**src/rtl/complex_butterfly_seq_if.sv**
```systemverilog
// Handshake and data bundle for the sequential complex butterfly.
// The producer and consumer of both handshakes sit on the master side.
interface complex_butterfly_seq_if;
    logic        in_valid;
    logic        in_ready;
    logic [31:0] a_real;
    logic [31:0] a_im;
    logic [31:0] b_real;
    logic [31:0] b_im;
    logic        out_valid;
    logic        out_ready;
    logic [31:0] sum_real;
    logic [31:0] sum_im;
    logic [31:0] diff_real;
    logic [31:0] diff_im;

    modport master (
        output in_valid, a_real, a_im, b_real, b_im, out_ready,
        input  in_ready, out_valid, sum_real, sum_im, diff_real, diff_im
    );

    modport slave (
        input  in_valid, a_real, a_im, b_real, b_im, out_ready,
        output in_ready, out_valid, sum_real, sum_im, diff_real, diff_im
    );
endinterface

```
**src/rtl/complex_butterfly_seq.sv**
```systemverilog
// Radix-2 complex butterfly: A+B and A-B computed over four cycles on one
// shared binary32 adder (round-to-nearest-even, subnormals flushed to zero).
module Floating_adder (
    input  logic [31:0] a_i,
    input  logic [31:0] b_i,
    input  logic        sub_i,
    input  logic        en_i,
    output logic [31:0] result_o
);
    logic        sa, sb, sl, ss, up;
    logic [7:0]  ea, eb, el, es, d;
    logic [23:0] ma, mb, ml, ms;
    logic [26:0] ml_x, ms_x, ms_full;
    logic [27:0] acc;
    logic [4:0]  lz;
    logic [9:0]  exp_w;
    logic [24:0] rnd;
    logic [22:0] frac;
    logic        nan_a, nan_b;

    always_comb begin
        sa = a_i[31];
        sb = b_i[31] ^ sub_i;
        ea = a_i[30:23];
        eb = b_i[30:23];
        ma = (ea == 8'd0) ? 24'd0 : {1'b1, a_i[22:0]};
        mb = (eb == 8'd0) ? 24'd0 : {1'b1, b_i[22:0]};
        if ({ea, ma} >= {eb, mb}) begin
            sl = sa; el = ea; ml = ma; ss = sb; es = eb; ms = mb;
        end else begin
            sl = sb; el = eb; ml = mb; ss = sa; es = ea; ms = ma;
        end
        d       = el - es;
        ml_x    = {ml, 3'b000};
        ms_full = {ms, 3'b000};
        // Three extra bits carry guard, round and a sticky OR of everything shifted out.
        if (d > 8'd26) begin
            ms_x = {26'd0, |ms};
        end else begin
            ms_x    = ms_full >> d;
            ms_x[0] = ms_x[0] | (|(ms_full & ((27'd1 << d) - 27'd1)));
        end
        if (sl == ss) acc = {1'b0, ml_x} + {1'b0, ms_x};
        else          acc = {1'b0, ml_x} - {1'b0, ms_x};
        exp_w = {2'b00, el};
        lz    = 5'd0;
        if (acc[27]) begin
            acc   = {1'b0, acc[27:2], acc[1] | acc[0]};
            exp_w = exp_w + 10'd1;
        end else begin
            for (int i = 0; i < 27; i++) begin
                if (acc[i]) lz = 5'(26 - i);
            end
            acc   = acc << lz;
            exp_w = exp_w - {5'd0, lz};
        end
        up  = acc[2] & (acc[1] | acc[0] | acc[3]);
        rnd = {1'b0, acc[26:3]} + {24'd0, up};
        if (rnd[24]) begin
            exp_w = exp_w + 10'd1;
            frac  = rnd[23:1];
        end else begin
            frac  = rnd[22:0];
        end
        if (acc == 28'd0)                    result_o = {sl & ss, 31'd0};
        else if (exp_w[9] || exp_w == 10'd0) result_o = {sl, 31'd0};
        else if (exp_w >= 10'd255)           result_o = {sl, 8'hFF, 23'd0};
        else                                 result_o = {sl, exp_w[7:0], frac};
        nan_a = (ea == 8'hFF) && (a_i[22:0] != 23'd0);
        nan_b = (eb == 8'hFF) && (b_i[22:0] != 23'd0);
        if (nan_a)                                     result_o = a_i | 32'h0040_0000;
        else if (nan_b)                                result_o = b_i | 32'h0040_0000;
        else if (ea == 8'hFF && eb == 8'hFF && sa != sb) result_o = 32'h7FC0_0000;
        else if (ea == 8'hFF)                          result_o = a_i;
        else if (eb == 8'hFF)                          result_o = {sb, b_i[30:0]};
        if (!en_i) result_o = 32'd0;
    end
endmodule

module complex_butterfly_seq (
    input  logic                          clk,
    input  logic                          rst_n,
    complex_butterfly_seq_if.slave        bus
);
    typedef enum logic [2:0] {ST_IDLE, ST_SR, ST_SI, ST_DR, ST_DI, ST_OUT} state_t;

    state_t      state_q, state_d;
    logic [31:0] a_re_q, a_im_q, b_re_q, b_im_q;
    logic [31:0] sum_re_q, sum_im_q, diff_re_q, diff_im_q;
    logic [31:0] op_a, op_b, add_res;
    logic        op_sub, accept;

    assign accept = (state_q == ST_IDLE) && bus.in_valid;

    always_ff @(posedge clk or negedge rst_n) begin
        if (!rst_n) state_q <= ST_IDLE;
        else        state_q <= state_d;
    end

    always_comb begin
        state_d = state_q;
        op_a    = a_re_q;
        op_b    = b_re_q;
        op_sub  = 1'b0;
        case (state_q)
            ST_IDLE: if (bus.in_valid) state_d = ST_SR;
            ST_SR:   state_d = ST_SI;
            ST_SI: begin
                state_d = ST_DR;
                op_a    = a_im_q;
                op_b    = b_im_q;
            end
            ST_DR: begin
                state_d = ST_DI;
                op_sub  = 1'b1;
            end
            ST_DI: begin
                state_d = ST_OUT;
                op_a    = a_im_q;
                op_b    = b_im_q;
                op_sub  = 1'b1;
            end
            ST_OUT:  if (bus.out_ready) state_d = ST_IDLE;
            default: state_d = ST_IDLE;
        endcase
    end

    Floating_adder u_adder (
        .a_i      (op_a),
        .b_i      (op_b),
        .sub_i    (op_sub),
        .en_i     (1'b1),
        .result_o (add_res)
    );

    always_ff @(posedge clk or negedge rst_n) begin
        if (!rst_n) begin
            a_re_q    <= 32'd0;
            a_im_q    <= 32'd0;
            b_re_q    <= 32'd0;
            b_im_q    <= 32'd0;
            sum_re_q  <= 32'd0;
            sum_im_q  <= 32'd0;
            diff_re_q <= 32'd0;
            diff_im_q <= 32'd0;
        end else begin
            if (accept) begin
                a_re_q <= bus.a_real;
                a_im_q <= bus.a_im;
                b_re_q <= bus.b_real;
                b_im_q <= bus.b_im;
            end
            if (state_q == ST_SR) sum_re_q  <= add_res;
            if (state_q == ST_SI) sum_im_q  <= add_res;
            if (state_q == ST_DR) diff_re_q <= add_res;
            if (state_q == ST_DI) diff_im_q <= add_res;
        end
    end

    assign bus.in_ready  = (state_q == ST_IDLE);
    assign bus.out_valid = (state_q == ST_OUT);
    assign bus.sum_real  = sum_re_q;
    assign bus.sum_im    = sum_im_q;
    assign bus.diff_real = diff_re_q;
    assign bus.diff_im   = diff_im_q;
endmodule

```
**src/flat_wrapper.sv**
```systemverilog
// flat-port wrapper written by rule: the top's interface ports become plain ports
module complex_butterfly_seq_flat 
  (clk, rst_n, bus_in_valid, bus_a_real, bus_a_im, bus_b_real, bus_b_im, bus_out_ready, bus_in_ready, bus_out_valid, bus_sum_real, bus_sum_im, bus_diff_real, bus_diff_im);
  complex_butterfly_seq_if bus_i ();
  input  logic clk;
  input  logic rst_n;
  input wire logic [$bits(bus_i.in_valid)-1:0] bus_in_valid;
  input wire logic [$bits(bus_i.a_real)-1:0] bus_a_real;
  input wire logic [$bits(bus_i.a_im)-1:0] bus_a_im;
  input wire logic [$bits(bus_i.b_real)-1:0] bus_b_real;
  input wire logic [$bits(bus_i.b_im)-1:0] bus_b_im;
  input wire logic [$bits(bus_i.out_ready)-1:0] bus_out_ready;
  output wire logic [$bits(bus_i.in_ready)-1:0] bus_in_ready;
  output wire logic [$bits(bus_i.out_valid)-1:0] bus_out_valid;
  output wire logic [$bits(bus_i.sum_real)-1:0] bus_sum_real;
  output wire logic [$bits(bus_i.sum_im)-1:0] bus_sum_im;
  output wire logic [$bits(bus_i.diff_real)-1:0] bus_diff_real;
  output wire logic [$bits(bus_i.diff_im)-1:0] bus_diff_im;
  assign bus_i.in_valid = bus_in_valid;
  assign bus_i.a_real = bus_a_real;
  assign bus_i.a_im = bus_a_im;
  assign bus_i.b_real = bus_b_real;
  assign bus_i.b_im = bus_b_im;
  assign bus_i.out_ready = bus_out_ready;
  assign bus_in_ready = bus_i.in_ready;
  assign bus_out_valid = bus_i.out_valid;
  assign bus_sum_real = bus_i.sum_real;
  assign bus_sum_im = bus_i.sum_im;
  assign bus_diff_real = bus_i.diff_real;
  assign bus_diff_im = bus_i.diff_im;
  complex_butterfly_seq u_core (.clk(clk), .rst_n(rst_n), .bus(bus_i));
endmodule
```
**config.mk**
```make
export PLATFORM = sky130hd
export DESIGN_NAME = complex_butterfly_seq_flat
export DESIGN_NICKNAME = d
export VERILOG_FILES = /design/src/rtl/complex_butterfly_seq_if.sv /design/src/rtl/complex_butterfly_seq.sv /design/src/flat_wrapper.sv
export SDC_FILE = /design/constraint.sdc
export NUM_CORES = 1
export LEC_CHECK = 0
export CORE_MARGIN = 2
export CORE_UTILIZATION = 40
export CTS_CLUSTER_DIAMETER = 60
export DETAILED_ROUTE_END_ITERATION = 8
export PLACE_DENSITY_LB_ADDON = 0.05
export SETUP_SLACK_MARGIN = 0.4
export SLEW_MARGIN = 30
export SYNTH_ARGS = -nofsm -noshare
export SYNTH_HDL_FRONTEND = slang
export SYNTH_SLANG_ARGS = --single-unit
```
**constraint.sdc**
```tcl
create_clock -name clk -period 24.4 [get_ports clk]
set_clock_uncertainty 0.2 [all_clocks]
set_input_delay 6.1 -clock clk [delete_from_list [all_inputs] [get_ports clk]]
set_output_delay 6.1 -clock clk [all_outputs]
set_load 0.01 [all_outputs]
```
Word level (Yosys, flattened, before mapping)
Cells that the tools add are included.

storage, ports and cells
  bits in registers = 259
  input port bits = 132
  output and inout bits = 130
  word-level logic and storage cells = 116

operators by class
  add/subtract/negate cells = 8
  order comparisons = 3
  equality and inequality tests = 11
  shift-type cells = 3
  muxes and demuxes = 56
  bitwise gates (word level) = 8
  reductions and logical operators = 18

operators with widths
  cell                     number
  $mux W32                 8
  $mux W5                  28
  $mux W24                 4
  $mux W31                 2
  $mux W28                 2
  $reduce_bool A23 Y1      2
  $ge A32 B32 Y1           1
  $add A27 B27 Y28         1
  $logic_not A28 Y1        1
  $shl A28 B5 Y28          1
  $sub A27 B27 Y28         1
  $and A27 B27 Y27         1
  $mux W27                 1
  $reduce_or A27 Y1        1
  $shl A1 B8 Y27 const A   1
  $shr A27 B8 Y27          1
  $sub A27 B1 Y27 const B  1
  $add A24 B1 Y25          1
  $reduce_or A24 Y1        1
  $mux W23                 1
  $mux W10                 2
  $pmux W3 S6              1
  $eq A8 B8 Y1 const B     2
  $logic_not A8 Y1         2
  other kinds (24)         40

Longest topological paths before layout
  depth after elaboration = 60
  depth in mapped cells = 73

Cells and area by module
From an unflattened synthesis, not the netlist that was laid out.

unflattened totals
  cell total of the unflattened synthesis = 2767
  area, all modules = 23819.1 sq um

modules (own cells, without submodules)
  module                 instances  cells an instance  area each (sq um)  seq. area each (sq um)
  Floating_adder         1          2133               13274.0            0.0
  complex_butterfly_seq  1          634                10545.1            6481.2

Least setup slack after synthesis
Ideal clock, no wire load.

  path kind = register to register
  from = register u_core.state_q[2]
  to = register u_core.diff_im_q[7], in the netlist u_core.bus.diff_im[7]
  setup time = 95 ps
  arrival = 13677 ps
  data required time = 24105 ps
  setup slack = 10428 ps
  cell stages (with the launch flop) = 69
  path buffers = 13
  cell sequence = dfrtp_1 buf_4 xor2_4 nand2_2 buf_6 buf_2 clkbuf_1 clkbuf_1 mux2i_1 inv_1 ha_1 nand4_2 nor4_2 a2bb2oi_1 and2_1 buf_2 a211oi_1 nor2_1 (+33 left out) buf_2 ha_1 a21o_1 a21o_1 a21o_1 a211oi_1 a21oi_1 xnor2_1 inv_1 nor2_1 and3_1 nand3_1 mux2_2 a31o_2 nand2_1 buf_6 a31oi_2 o31ai_1

on the way
  longest elaborated chain between the ends = 60
  elaborated cells between the ends (all ways) = 96

ends and longest elaborated chain
  item                                            RTL line                                                    source
  start, declared                                 complex_butterfly_seq.sv:87                                 state_t state_q, state_d;
  start signal, assigned                          complex_butterfly_seq.sv:97                                 else state_q <= state_d;
  $eq A3 B3 Y1 or $eq A3 B2 Y1 (tied branches)    complex_butterfly_seq.sv:105, complex_butterfly_seq.sv:156
  $reduce_or A2 Y1 (no source line)               n/a
  $mux W32                                        complex_butterfly_seq.sv:105                                case (state_q)
  $logic_not A8 Y1 (on tied branches)             complex_butterfly_seq.sv:26, complex_butterfly_seq.sv:27
  $mux W24 (on tied branches)                     complex_butterfly_seq.sv:26, complex_butterfly_seq.sv:27
  $ge A32 B32 Y1                                  complex_butterfly_seq.sv:28                                 if ({ea, ma} >= {eb, mb}) begin
  $mux W8                                         complex_butterfly_seq.sv:28
  $sub A8 B8 Y8                                   complex_butterfly_seq.sv:33                                 d = el - es;
  (+44 left out)                                  n/a
  $mux W31 or $logic_or A1 B1 Y1 (tied branches)  complex_butterfly_seq.sv:67, complex_butterfly_seq.sv:66
  $mux W31                                        complex_butterfly_seq.sv:66                                 else if (exp_w[9] || exp_w == 10'd0) result_o = {sl, 31'd0};
  $mux W32                                        complex_butterfly_seq.sv:65                                 if (acc == 28'd0) result_o = {sl & ss, 31'd0};
  $mux W32                                        complex_butterfly_seq.sv:75                                 else if (eb == 8'hFF) result_o = {sb, b_i[30:0]};
  $mux W32                                        complex_butterfly_seq.sv:74                                 else if (ea == 8'hFF) result_o = a_i;
  $mux W32                                        complex_butterfly_seq.sv:73                                 else if (ea == 8'hFF && eb == 8'hFF && sa != sb) result_o = 32'h7FC0_0000;
  $mux W32                                        complex_butterfly_seq.sv:72                                 else if (nan_b) result_o = b_i | 32'h0040_0000;
  $mux W32                                        complex_butterfly_seq.sv:71                                 if (nan_a) result_o = a_i | 32'h0040_0000;
  end signal, assigned                            complex_butterfly_seq.sv:156                                if (state_q == ST_DI) diff_im_q <= add_res;
  end, declared                                   complex_butterfly_seq.sv:89                                 logic [31:0] sum_re_q, sum_im_q, diff_re_q, diff_im_q;

Parallel ways exist; a longest one is shown, timed or not. The select of a mux whose other input is x is not followed.
A chain may end at the register's enable or synchronous reset.

Final worst setup path
  from = register u_core.state_q[2]
  to = register u_core.diff_re_q[7], in the netlist u_core.bus.diff_real[7]

on the way
  longest elaborated chain between the ends = 60
  elaborated cells between the ends (all ways) = 96

ends and longest elaborated chain
  item                                            RTL line                                                  source
  $eq A3 B3 Y1 or $eq A3 B2 Y1 (tied branches)    complex_butterfly_seq.sv:105
  $reduce_or A2 Y1 (no source line)               n/a
  $mux W32                                        complex_butterfly_seq.sv:105
  $logic_not A8 Y1 (on tied branches)             complex_butterfly_seq.sv:26, complex_butterfly_seq.sv:27
  $mux W24 (on tied branches)                     complex_butterfly_seq.sv:26, complex_butterfly_seq.sv:27
  $ge A32 B32 Y1                                  complex_butterfly_seq.sv:28
  $mux W8                                         complex_butterfly_seq.sv:28
  $sub A8 B8 Y8                                   complex_butterfly_seq.sv:33
  (+44 left out)                                  n/a
  $mux W31 or $logic_or A1 B1 Y1 (tied branches)  complex_butterfly_seq.sv:67, complex_butterfly_seq.sv:66
  $mux W31                                        complex_butterfly_seq.sv:66
  $mux W32                                        complex_butterfly_seq.sv:65
  $mux W32                                        complex_butterfly_seq.sv:75
  $mux W32                                        complex_butterfly_seq.sv:74
  $mux W32                                        complex_butterfly_seq.sv:73
  $mux W32                                        complex_butterfly_seq.sv:72
  $mux W32                                        complex_butterfly_seq.sv:71
  end signal, assigned                            complex_butterfly_seq.sv:155                              if (state_q == ST_DR) diff_re_q <= add_res;
  end, declared                                   complex_butterfly_seq.sv:89

Parallel ways exist; a longest one is shown, timed or not. The select of a mux whose other input is x is not followed.

==> flow_summary_export.csv <==
group,metric,value,unit
critical_path,critPathMaxFanout,31,
logic_synthesis,synth_warnings,0,
critical_path,cp.required,24.63,ns
route,via_per_inst,6.35,
die,core_area,58700,sq um
logic_synthesis,ys_seq_area_share,27.5,%
cts,cts_setup_buffers,0,
logic_synthesis,ys.flop_type,"dfrtp_1",
route,wire_per_inst,27.1,um
cts,h-tree-depth,1,
critical_path,cp.arrival,18.92,ns
cts,postCtsHoldBufs,0,
logic_synthesis,netlist_area,23600,sq um
logic_synthesis,synth_top_cell_area_share,27.5,%
worst_hold_path,hp-class,"reg2reg",
global_routing,antenna_found_initial,0,
logic_synthesis,synth_cell_types,111,
logic_synthesis,ys_ff_latch,259,
die,placementRows,89,
route,first_pass_iters,5,
timing,worstMarginPinSlew,1.05,ns
die,die_h,247,um
cts,cts_buffers,26,
timing,finalMaxSlewViolations,0,
placement,gp_congestion,1.06,
timing,final.period_utilization,76.6,%
timing,setup_viol_count_final,0,
finish,area_growth,17.0,%
route,num_vias,24800,
finish,drive_gt1_share,11.4,%
critical_path,path_buf_inv,7,
route,ant_nets,0,
cts,clk-insertion-delay-late,0.55,ns
timing,whs,0.281,ns
cts,clock-root-buffer,"clkbuf_16",
finish,multi_input_area,16000,sq um
job,maxCapViolCount,0,
logic_synthesis,synth_nets,3201,
logic_synthesis,synth.avg_cell_area,7.93,sq um
timing,finalHoldViolations,0,
critical_path,crit_type,"reg2reg",
die,io_pins,262,
finish,nNetsFinal,3338,
finish,seq_area,6480,sq um
global_routing,grt_max_degree,120,
cts,cts_tree,"yes",
critical_path,worstSetupStartpointType,"flop",
global_routing,grt_pass1_wl,155,mm
logic_synthesis,ys_top_cells_by_area,"dfrtp_1, mux2_2, nand2_1",
finish,final_common_cell,"nand2_1",
route,drt_iter0_markers,2423,
global_routing,grt_pass1_vias,23100,
logic_synthesis,synth_edf_count,0,
route,route.detailed.drc,0,
die,die_x,247,um
finish,mostFrequentLayoutCells,"nand2_1, nor2_1, clkdlybuf4s50_1, dfrtp_1, a21oi_1",
timing,relSlewSlack,29.4,%
timing,fin_crit,18.69,ns
logic_synthesis,synthArstFlopShare,100,%
die,die_area,61000,sq um
critical_path,crit_family,"simple AND/OR/NAND/NOR gates",
critical_path,worst_setup_path_end_kind,"flop",
timing,grt_setup_unrepaired,"no",
logic_synthesis,syn_inst,2976,
cts,cts.sinks,259,
cts,clock_path_buffers,3,
placement,hpwl,83.9,mm
outcome,outcome,"complete, no violations",
route,routed_wl,106,mm
critical_path,critPathMaxStageDelay,0.83,ns
finish,num_antenna_cells,0,
cts,cts_resized,0,
cts,clkSlewWorstSetupHoldPaths,0.07,ns
logic_synthesis,yosysTopAreaCell,"dfrtp_1",
die,initial_core_util,40.2,%
finish,num-fill-cells,5867,
critical_path,slowest_stage,"dfrtp_1",
global_routing,grt.overflow.total,0,
critical_path,crit_path_frequent_cell,"nor2_1",
placement,numPortBuffers,261,
timing,tns,0,ns
timing,fmaxAchievable,53.5,MHz
global_routing,grt_usage,33.6,%
## flip-flops by register name (all words and copies together) (netlist names)
| register | count |
|---|---|
| u_core.state_q | 3 |
| u_core.a_re_q | 32 |
| u_core.b_im_q | 32 |
| u_core.bus.diff_im | 32 |
| u_core.b_re_q | 32 |
| u_core.bus.diff_real | 32 |
| u_core.bus.sum_im | 32 |
| u_core.a_im_q | 32 |
| u_core.bus.sum_real | 32 |
## cell usage after synthesis (all sizes together), types with 7 or more instances
library cell  instances
nor2                279
inv                 105
ha                   91
xnor2                38
a221oi               14
and3                 31
a2111oi               8
o21bai               15
o2111ai               8
o22ai                30
a211o                13
xor2                 17
o31a                  8
a31oi                58
a211oi               42
mux4                  9
nor2b                13
o21a                 17
or3                  27
or2                  16
o311ai               13
a41oi                10
o2bb2ai               7
o211ai               37
clkbuf              125
nor4                 41
o221ai                7
nand2b               25
nand2               437
and2                 32
o21ai               263
a21o                 26
o31ai                26
nand3                73
dfrtp               259
nand4                48
mux2i                99
buf                  63
nor3                 76
a21oi               183
a32oi                11
mux2                151
nor3b                 7
and4                 12
a22oi                12
## path summary, 6_finish.rpt
path | from | end | slack (ns) | depth (start not counted)
min reg2reg | u_core.bus.sum_real[26] | u_core.bus.sum_real[26] | 0.28 | 2
max reg2reg | u_core.state_q[2] | u_core.bus.diff_real[7] | 5.71 | 54
max | u_core.state_q[2] | u_core.bus.diff_real[7] | 5.71 | 54
min | u_core.bus.sum_real[26] | u_core.bus.sum_real[26] | 0.28 | 2
max in group asynchronous | rst_n | u_core.b_re_q[26] | 17.29 | 4
min in group asynchronous | rst_n | u_core.bus.sum_im[26] | 5.21 | 1
## kinds of logic after synthesis
group | share of synthesized area [%]
compound gates | 25.2
buf+inv | 5.21
mux | 12.3
xor+xnor | 2.12
fa+ha+maj | 4.99
flops | 27.5
simple gates | 22.7
## worst reg2reg max path, delay by kind of cell, from the launching register on
kind            cells  cell delay [ns]
mux                 1             0.25
simple gates       20             6.98
flops               1             0.83
xor+xnor            1             0.26
fa+ha+maj           4             1.06
buf+inv             7             2.47
compound gates     21             6.48
## per-layer routing
layer	track usage [%]	up-vias	wire length (um)
li1	-	11200	-
met1	44.9	12200	44400
met2	55.8	1219	49500
met3	4.81	203	7780
met4	10.9	0	4040
met5	0	-	0
## per-stage QoR
| stage | instance area (sq um) | cells | setup slack, ns | utilization, % |
|---|---|---|---|---|
| floorplan | 23600 | 2976 | 10.43 | - |
| global placement | 26700 | 3856 | 5.85 | 45.4 |
| detailed placement | 26700 | 3857 | 6.46 | 45.5 |
| CTS | 27600 | 3904 | 6.31 | 47.0 |
| global route | 27600 | 3905 | 5.03 | 47.1 |
| finish | 27600 | 3905 | 5.71 | 47.1 |
## final cells by class
| class | instances | area share [%] |
|---|---|---|
| Tap cell | 773 | 3.50 |
| Timing Repair Buffer | 297 | 10.6 |
| Inverter | 105 | 1.43 |
| Multi-Input combinational cell | 2424 | 57.9 |
| Sequential cell | 259 | 23.5 |
| Clock buffer | 35 | 2.62 |
| Clock inverter | 12 | 0.453 |
Power is left out: the tool's default activity adds up to more than one toggle a clock period on the data nets, which glitch-free logic cannot reach.
